--- config.mk ---
export PLATFORM = sky130hd
export DESIGN_NAME = sig_compactor
export DESIGN_NICKNAME = d
export VERILOG_FILES = /design/src/rtl/sig_compactor_pkg.sv /design/src/rtl/sig_misr.sv /design/src/rtl/sig_compactor.sv
export SDC_FILE = /design/constraint.sdc
export NUM_CORES = 1
export LEC_CHECK = 0
export BUFFER_PORTS_ARGS = -buffer_cell sky130_fd_sc_hd__buf_4
export CAP_MARGIN = 5
export CORE_UTILIZATION = 25
export CTS_CLUSTER_SIZE = 20
export DETAILED_ROUTE_END_ITERATION = 6
export PLACE_DENSITY = 0.51
export SYNTH_ARGS = -nofsm -noshare
export SYNTH_HDL_FRONTEND = slang
export SYNTH_SLANG_ARGS = --single-unit
--- constraint.sdc ---
create_clock -name clk -period 5.4 [get_ports clk]
set_input_delay 0.54 -clock clk [delete_from_list [all_inputs] [get_ports clk]]
set_output_delay 0.54 -clock clk [all_outputs]
set_load 0.02 [all_outputs]
--- src/rtl/sig_compactor_pkg.sv ---
// sig_compactor_pkg: shared types, constants and the MISR step function for
// the response-side signature compactor.
//   state_e    : compactor FSM states (3-bit encoding)
//   misr_next  : one MISR step for a signature of runtime-selected width
//                (taps at width-1, TAP_MID, TAP_LSB), evaluated on a vector
//                of SIG_W_MAX bits so one function serves any SIG_W.
package sig_compactor_pkg;

  localparam int unsigned SIG_W_DEFAULT = 64;
  localparam int unsigned CNT_W_DEFAULT = 16;
  localparam int unsigned SIG_W_MAX     = 256;
  localparam int unsigned TAP_MID       = 2;
  localparam int unsigned TAP_LSB       = 0;

  typedef enum logic [2:0] {
    IDLE,
    LOAD,
    RUN,
    CHECK,
    DONE
  } state_e;

  // Shift left, feed back taps XOR the incoming bit into bit 0, and clear
  // everything above the active width.
  function automatic logic [SIG_W_MAX-1:0] misr_next(
    input logic [SIG_W_MAX-1:0] cur,
    input logic                 in_bit,
    input int unsigned          width
  );
    logic [7:0]           top_idx;
    logic                 fb;
    logic [SIG_W_MAX-1:0] mask;
    top_idx = 8'(width - 1);
    fb      = cur[top_idx] ^ cur[TAP_MID] ^ cur[TAP_LSB];
    mask    = {SIG_W_MAX{1'b1}} >> (SIG_W_MAX - width);
    return {cur[SIG_W_MAX-2:0], fb ^ in_bit} & mask;
  endfunction

endpackage

--- src/rtl/sig_misr.sv ---
// sig_misr: multiple-input signature register holding the compactor signature.
//   clk_i    : clock, rising edge
//   rst_ni   : asynchronous active-low reset (clears the signature)
//   load_i   : load seed_i (has priority over step_i)
//   seed_i   : value loaded on load_i
//   step_i   : fold in_bit_i into the signature
//   in_bit_i : serial response bit
//   sig_o    : current signature
module sig_misr
  import sig_compactor_pkg::*;
#(
  parameter int unsigned SIG_W = SIG_W_DEFAULT
) (
  input  logic             clk_i,
  input  logic             rst_ni,
  input  logic             load_i,
  input  logic [SIG_W-1:0] seed_i,
  input  logic             step_i,
  input  logic             in_bit_i,
  output logic [SIG_W-1:0] sig_o
);

  logic [SIG_W-1:0]     sig_q;
  logic [SIG_W-1:0]     sig_d;
  logic [SIG_W_MAX-1:0] nxt;

  always_comb begin
    nxt   = misr_next(SIG_W_MAX'(sig_q), in_bit_i, SIG_W);
    sig_d = sig_q;
    if (load_i) begin
      sig_d = seed_i;
    end else if (step_i) begin
      sig_d = nxt[SIG_W-1:0];
    end
  end

  always_ff @(posedge clk_i or negedge rst_ni) begin
    if (!rst_ni) begin
      sig_q <= '0;
    end else begin
      sig_q <= sig_d;
    end
  end

  assign sig_o = sig_q;

endmodule

--- src/rtl/sig_compactor.sv ---
// sig_compactor: folds a serial response stream into a MISR and compares the
// final signature against a golden value.
//   clk, reset_l          : clock (rising) and async active-low reset
//   start                 : begin a run (honoured in IDLE/DONE only)
//   seed, expect_sig,
//   num_bits              : run operands, captured on start
//   in_valid, in_bit      : response bit handshake input
//   in_ready              : high in RUN only
//   busy / done / pass    : LOAD|RUN|CHECK / DONE / last compare result
//   sig, count            : current signature and accepted-bit count
// Optional: define SIG_COMPACTOR_ABORT_EN to add input abort and output
// aborted; abort in LOAD/RUN ends the run in DONE with pass=0.
module sig_compactor
  import sig_compactor_pkg::*;
#(
  parameter int unsigned SIG_W = SIG_W_DEFAULT,
  parameter int unsigned CNT_W = CNT_W_DEFAULT
) (
  input  logic             clk,
  input  logic             reset_l,
  input  logic             start,
  input  logic [SIG_W-1:0] seed,
  input  logic [SIG_W-1:0] expect_sig,
  input  logic [CNT_W-1:0] num_bits,
  input  logic             in_valid,
  input  logic             in_bit,
`ifdef SIG_COMPACTOR_ABORT_EN
  input  logic             abort,
  output logic             aborted,
`endif
  output logic             in_ready,
  output logic             busy,
  output logic             done,
  output logic             pass,
  output logic [SIG_W-1:0] sig,
  output logic [CNT_W-1:0] count
);

  state_e           state_q, state_d;
  logic [CNT_W-1:0] cnt_q, cnt_d;
  logic [SIG_W-1:0] seed_q, seed_d;
  logic [SIG_W-1:0] exp_q, exp_d;
  logic [CNT_W-1:0] nbits_q, nbits_d;
  logic             pass_q, pass_d;
  logic             misr_load;
  logic             misr_step;
  logic [SIG_W-1:0] misr_sig;
`ifdef SIG_COMPACTOR_ABORT_EN
  logic             aborted_q, aborted_d;
`endif

  sig_misr #(
    .SIG_W(SIG_W)
  ) u_misr (
    .clk_i    (clk),
    .rst_ni   (reset_l),
    .load_i   (misr_load),
    .seed_i   (seed_q),
    .step_i   (misr_step),
    .in_bit_i (in_bit),
    .sig_o    (misr_sig)
  );

  always_comb begin
    state_d   = state_q;
    cnt_d     = cnt_q;
    seed_d    = seed_q;
    exp_d     = exp_q;
    nbits_d   = nbits_q;
    pass_d    = pass_q;
    misr_load = 1'b0;
    misr_step = 1'b0;
`ifdef SIG_COMPACTOR_ABORT_EN
    aborted_d = aborted_q;
`endif
    unique case (state_q)
      IDLE, DONE: begin
        if (start) begin
          seed_d  = seed;
          exp_d   = expect_sig;
          nbits_d = num_bits;
          state_d = LOAD;
        end
      end
      LOAD: begin
        misr_load = 1'b1;
        cnt_d     = '0;
        pass_d    = 1'b0;
        state_d   = (nbits_q == '0) ? CHECK : RUN;
`ifdef SIG_COMPACTOR_ABORT_EN
        aborted_d = 1'b0;
        if (abort) begin
          aborted_d = 1'b1;
          state_d   = DONE;
        end
`endif
      end
      RUN: begin
`ifdef SIG_COMPACTOR_ABORT_EN
        if (abort) begin
          aborted_d = 1'b1;
          pass_d    = 1'b0;
          state_d   = DONE;
        end else
`endif
        if (in_valid) begin
          misr_step = 1'b1;
          cnt_d     = cnt_q + 1'b1;
          // Compare against num_bits-1 so a full-range count never wraps
          // into the comparison.
          if (cnt_q == nbits_q - 1'b1) begin
            state_d = CHECK;
          end
        end
      end
      CHECK: begin
        pass_d  = (misr_sig == exp_q);
        state_d = DONE;
      end
      default: state_d = IDLE;
    endcase
  end

  always_ff @(posedge clk or negedge reset_l) begin
    if (!reset_l) begin
      state_q   <= IDLE;
      cnt_q     <= '0;
      seed_q    <= '0;
      exp_q     <= '0;
      nbits_q   <= '0;
      pass_q    <= 1'b0;
`ifdef SIG_COMPACTOR_ABORT_EN
      aborted_q <= 1'b0;
`endif
    end else begin
      state_q   <= state_d;
      cnt_q     <= cnt_d;
      seed_q    <= seed_d;
      exp_q     <= exp_d;
      nbits_q   <= nbits_d;
      pass_q    <= pass_d;
`ifdef SIG_COMPACTOR_ABORT_EN
      aborted_q <= aborted_d;
`endif
    end
  end

  assign in_ready = (state_q == RUN);
  assign busy     = (state_q == LOAD) || (state_q == RUN) || (state_q == CHECK);
  assign done     = (state_q == DONE);
  assign pass     = pass_q;
  assign sig      = misr_sig;
  assign count    = cnt_q;
`ifdef SIG_COMPACTOR_ABORT_EN
  assign aborted  = aborted_q;
`endif

endmodule
Word-level counts from Yosys, hierarchy flattened --
Index checks and enable logic that the tools add are counted.
Storage, ports and cells: register bits 228, word-level logic and storage cells 45
Operators by class: $add $sub $neg 2, eq/ne operators 9, muxes and demuxes 13, bitwise operators 3, reduce and logical (&&, ||, !) cells 11
Operator list (number):
- $mux W64 | 2
- $eq A64 B64 Y1 | 1
- $pmux W16 S2 | 1
- $add A16 B1 Y16 const B | 1
- $eq A16 B16 Y1 | 1
- $logic_not A16 Y1 | 1
- $mux W16 | 1
- $sub A16 B1 Y16 const B | 1
- $pmux W3 S4 | 1
- $mux W3 | 3
- $eq A3 B2 Y1 const B | 2
- $reduce_bool A2 Y1 | 3
- $mux W1 | 4
- $ne A2 B2 Y1 const B | 2
- $reduce_and A2 Y1 | 2
- $eq A3 B1 Y1 const B | 1
- $eq A3 B3 Y1 const B | 1
- $logic_not A3 Y1 | 1
- $reduce_and A3 Y1 | 1
- $xor A1 B1 Y1 | 3
- $logic_or A1 B1 Y1 | 2
- $ne A2 B1 Y1 const B | 1
- $pmux W1 S2 | 1
- $reduce_or A2 Y1 | 1

Logic depth before layout (Yosys ltp) --
word-level depth 5, mapped depth 9

Hierarchy --
A second synthesis with hierarchy kept.
Unflattened totals: cells, all modules 869, area total of the unflattened synthesis 10576.4 µm²
Modules (own cells, without submodules):
- sig_compactor | instances 1, cells each 585, area an instance 7612.3 µm², sequential area each 4103.9 µm²
- sig_misr | instances 1, cells each 284, area an instance 2964.1 µm², sequential area each 1601.5 µm²

Worst setup path after synthesis --
No wires, ideal clock.
kind register to register, from reg nbits_q[3], to reg state_q[0], setup time 0.077 ns, arrival time 2.146 ns, required time 5.323 ns, path slack 3.176 ns, cell stages (with the launch flop) 8, buffers on the path 0, clock period less this slack 2.224 ns, cells stage by stage dfrtp_1 -> or3_4 -> or3_1 -> xnor2_1 -> a221o_1 -> a2111oi_2 -> nand4_1 -> a21oi_1
Between the ends: word-level cells in the longest chain between the ends 4
Ends and longest elaborated chain:
- start, declared | line sig_compactor.sv:43 | logic [CNT_W-1:0] nbits_q, nbits_d;
- start signal, assigned | line sig_compactor.sv:140 | nbits_q <= nbits_d;
- $sub A16 B1 Y16 | line sig_compactor.sv:111 | if (cnt_q == nbits_q - 1'b1) begin
- $eq A16 B16 Y1 | line sig_compactor.sv:111
- $ne A2 B1 Y1 (no source line)
- $reduce_and A3 Y1 (no source line)
- end signal, assigned | line sig_compactor.sv:136 | state_q <= state_d;
- end, declared | line sig_compactor.sv:39 | state_e state_q, state_d;
Parallel ways exist; a longest one is shown, timed or not. A chain may end at the register's enable or synchronous reset.

Worst setup path after layout --
from reg state_q[1], to reg seed_q[58]
Between the ends: word-level cells in the longest chain between the ends 3
Ends and longest elaborated chain:
- $eq A3 B3 Y1 / $logic_not A3 Y1 (equally long branches) | line sig_compactor.sv:76 | unique case (state_q)
- $reduce_or A2 Y1 (*) | line sig_compactor.sv:76
- $reduce_and A2 Y1 (no source line) (*)
- end signal, assigned | line sig_compactor.sv:128 | seed_q <= '0;
- end signal, assigned | line sig_compactor.sv:138 | seed_q <= seed_d;
- end, declared | line sig_compactor.sv:41 | logic [SIG_W-1:0] seed_q, seed_d;
Mark *: on every way between the ends. The rest lies on a longest branch, timed or not.

==> results.md <==
- H-tree depth: 1
- Yosys cell types: 41
- Crit path max fanout: 65
- Initial Util: approximately a quarter
- Mapped Nets: 1096
- Clk slew on worst S/H paths: 60 ps
- Clock Path Buffers: 3
- Clock Latency Late Sink: between 500 and 600 ps
- Clk sinks: ~230
- FMAX: ~360 MHz
- Final setup vio count: 0
- Rows: 74
- Final hold vios: 0
- CTS tree: yes
- Grt total ovfl: 0
- Die H: just over 200 um
- Total Die Area: roughly 43000 sq um
- DP HPWL: 23700 um
- Setup TNS: 0 ps
- Max VDD drop: 250 uV
- RePlAce Congestion: about 0.8
- Normalized max-slew margin: 27.9%
- Port Buf Inserts: between 200 and 250
- Io pins: 233
- Pre-antenna DRT Iters: 7
- FFs w/ async S/R, synth: 100%
- Sequential share of the synthesized area: roughly 55%
- Share of cells above drive strength 1: 36.2%
- Setup ws final: 2640 ps
- Via count: around 8000
- DP Area: 12700 sq um
- Avg Cell Area, Syn: approximately 11 sq um
- Worst Setup Start Kind: flop
- Netlist Area Pre-Place: 10400 sq um
- Post-cts gate resize count: 0
- Antenna Cells: 0
- Most used DFF post-synth: dfrtp_1
- Max cap viols: 0
- Residual DRC count: 29
- Period minus WS final: 2760 ps
- CTS Hold Bufs: 0
- Final clock skew: 24.6 ps
- Slew Viols, Final: 0
- Vias in the first global route: 7948
- Crit path arrival time: 3180 ps
- Initial antenna violation count: 1
- Pre-CTS setup slack: 2640 ps
- Via density: 4.57
- Antenna-violating nets left: 0
- WL per Instance: 19.5 um
- Core Footprint: 41000 sq um
- Req. time, crit path: ~5800 ps
- Final Power: 8720 uW
- Die X: between 200 and 250 um
- Worst Max-Slew Pin Slew: between 1000 and 1500 ps
- Final WL: 33400 um
- Design Area, Final: 13600 sq um
- Final period util: 51.0%
- CTS Root Cell: clkbuf_16
- Worst min path class: input pin to async pin
- TritonCTS Buffers: 28
- Worst Reg-to-Reg Cells: 4
- RSZ-0062 raised after global routing: no
- Post-CTS Setup Inserts: 0
- Pin count of the biggest net entering global routing: 102
- Worst setup EP type: flop
- GRT Util Overall: 15.7%
- Failing checks: design-rule violations
- Run status: finished, violations left
- Class of the most critical setup path: flop to flop
- Layout area overhead: 30.1%
- Power per standard cell area: between 600 and 700 nW/um^2
- DR iter-0 viols: 456
- Yosys reg bits: 228
- Cells after synthesis: 945
- P_leak: 0.00584 uW
- First-pass GRT wire length: 49900 um
- Util after Layout: 33.1%
- Post-synth EDFFs: 0
- Syn. warnings: 0
- Post-layout nets: 1314
[state kept, by name, summed over array words and instances, names as in the netlist]
| register | count |
|---|---|
| exp_q | 64 |
| state_q | 3 |
| u_misr.sig_o | 64 |
| nbits_q | 16 |
| pass | 1 |
| seed_q | 64 |
| count | 16 |
[final timing paths]
path | start | end | slack (ps)
setup reg to reg | state_q[1] | seed_q[58] | 2640
hold / removal | reset_l | nbits_q[9] | 20
min in group clk | expect_sig[16] | exp_q[16] | 200
max in group asynchronous | reset_l | u_misr.sig_o[16] | 4030
setup / recovery | state_q[1] | seed_q[58] | 2640
hold reg to reg | seed_q[21] | seed_q[21] | 500
[synthesized netlist by cell type (all sizes together) (4+ instances only)]
| cell type | instances | share of area, % |
|---|---|---|
| dfrtp | 228 | 55 |
| nand2 | 142 | 5.1 |
| mux2 | 140 | 15 |
| nor2 | 95 | 3.4 |
| xnor2 | 71 | 6.0 |
| a31oi | 65 | 3.9 |
| clkbuf | 41 | 1.5 |
| nand4 | 25 | 1.5 |
| xor2 | 23 | 1.9 |
| o21ai | 15 | 0.72 |
| buf | 12 | 0.47 |
| a21oi | 9 | 0.43 |
| nor3 | 9 | 0.43 |
| inv | 8 | 0.29 |
| nand3 | 8 | 0.38 |
| or3 | 8 | 0.53 |
| nor4 | 6 | 0.36 |
| mux2i | 5 | 0.48 |
| nand2b | 4 | 0.24 |
| nand3b | 4 | 0.29 |
[layout make-up]
type | count | area (sq um)
fillers | 4196 | 27400
clock inverters | 7 | 60.1
inverters | 8 | 30.0
multi-input cells | 656 | 4510
flip-flops and latches | 228 | 5710
clock buffers | 41 | 781
well taps | 532 | 666
repair buffers | 241 | 1820
[power by group]
group | switching (uW) | internal [uW] | total [uW]
Sequential | 781 | 2520 | 3300
Combinational | 1980 | 1660 | 3640
Clock | 739 | 1040 | 1780
[cells in the final DEF (no fill, tap or decap), types with 2 or more instances in the layout]
cell type  instances
mux2i_1            5
a31oi_1           65
a21o_1             2
xnor2_1           71
a21oi_1            8
clkbuf_1          11
nor2_1            94
o21ai_0           15
mux2_2           140
nor3b_1            3
nand3_1            8
nand3b_1           4
nand4_1           25
dfrtp_1          228
nor3_1             9
o22ai_1            2
xor2_1            23
nand2_1          142
or2_2              2
clkbuf_16         29
clkinv_2           6
or3_1              7
buf_4            240
nor4b_1            2
nand2b_1           4
nor4_1             6
ha_1               2
inv_1              8
[per-layer routing]
metal  vias up  wire, um  track usage, %
met5         -        10               0
met4         2       561            3.10
met3        39      1770            3.07
met2       202     16000            25.8
met1      3879     15000            21.5
li1       3705         -               -
[per-stage QoR]
| stage | hold WS (ps) | instances |
|---|---|---|
| global route | 72.9 | 1713 |
| global placement | 471 | 1665 |
| CTS | 45.1 | 1713 |
| finish | 20.3 | 1713 |
| floorplan | 244 | 945 |
| detailed placement | 488 | 1665 |
[critical path, cell delays in order (launching register included)]
cell     delay [ps]
dfrtp_1         500
nor2_1          220
and2_4          760
buf_4           650
mux2_2          410
[cells by family (layout without fill, tap and decap cells)]
kind of cell | Yosys count | after routing | share of synthesized area, %
AO/OA/AOI/OAI | 101 | 101 | 6.12
XOR/XNOR | 94 | 94 | 7.89
adder cells (fa/ha/maj) | 2 | 2 | 0.240
buffers and inverters | 61 | 297 | 2.23
flip-flops | 228 | 228 | 54.7
multiplexers | 145 | 145 | 15.6
AND/OR/NAND/NOR | 314 | 314 | 13.2
Power figures use the tool's default switching activity.
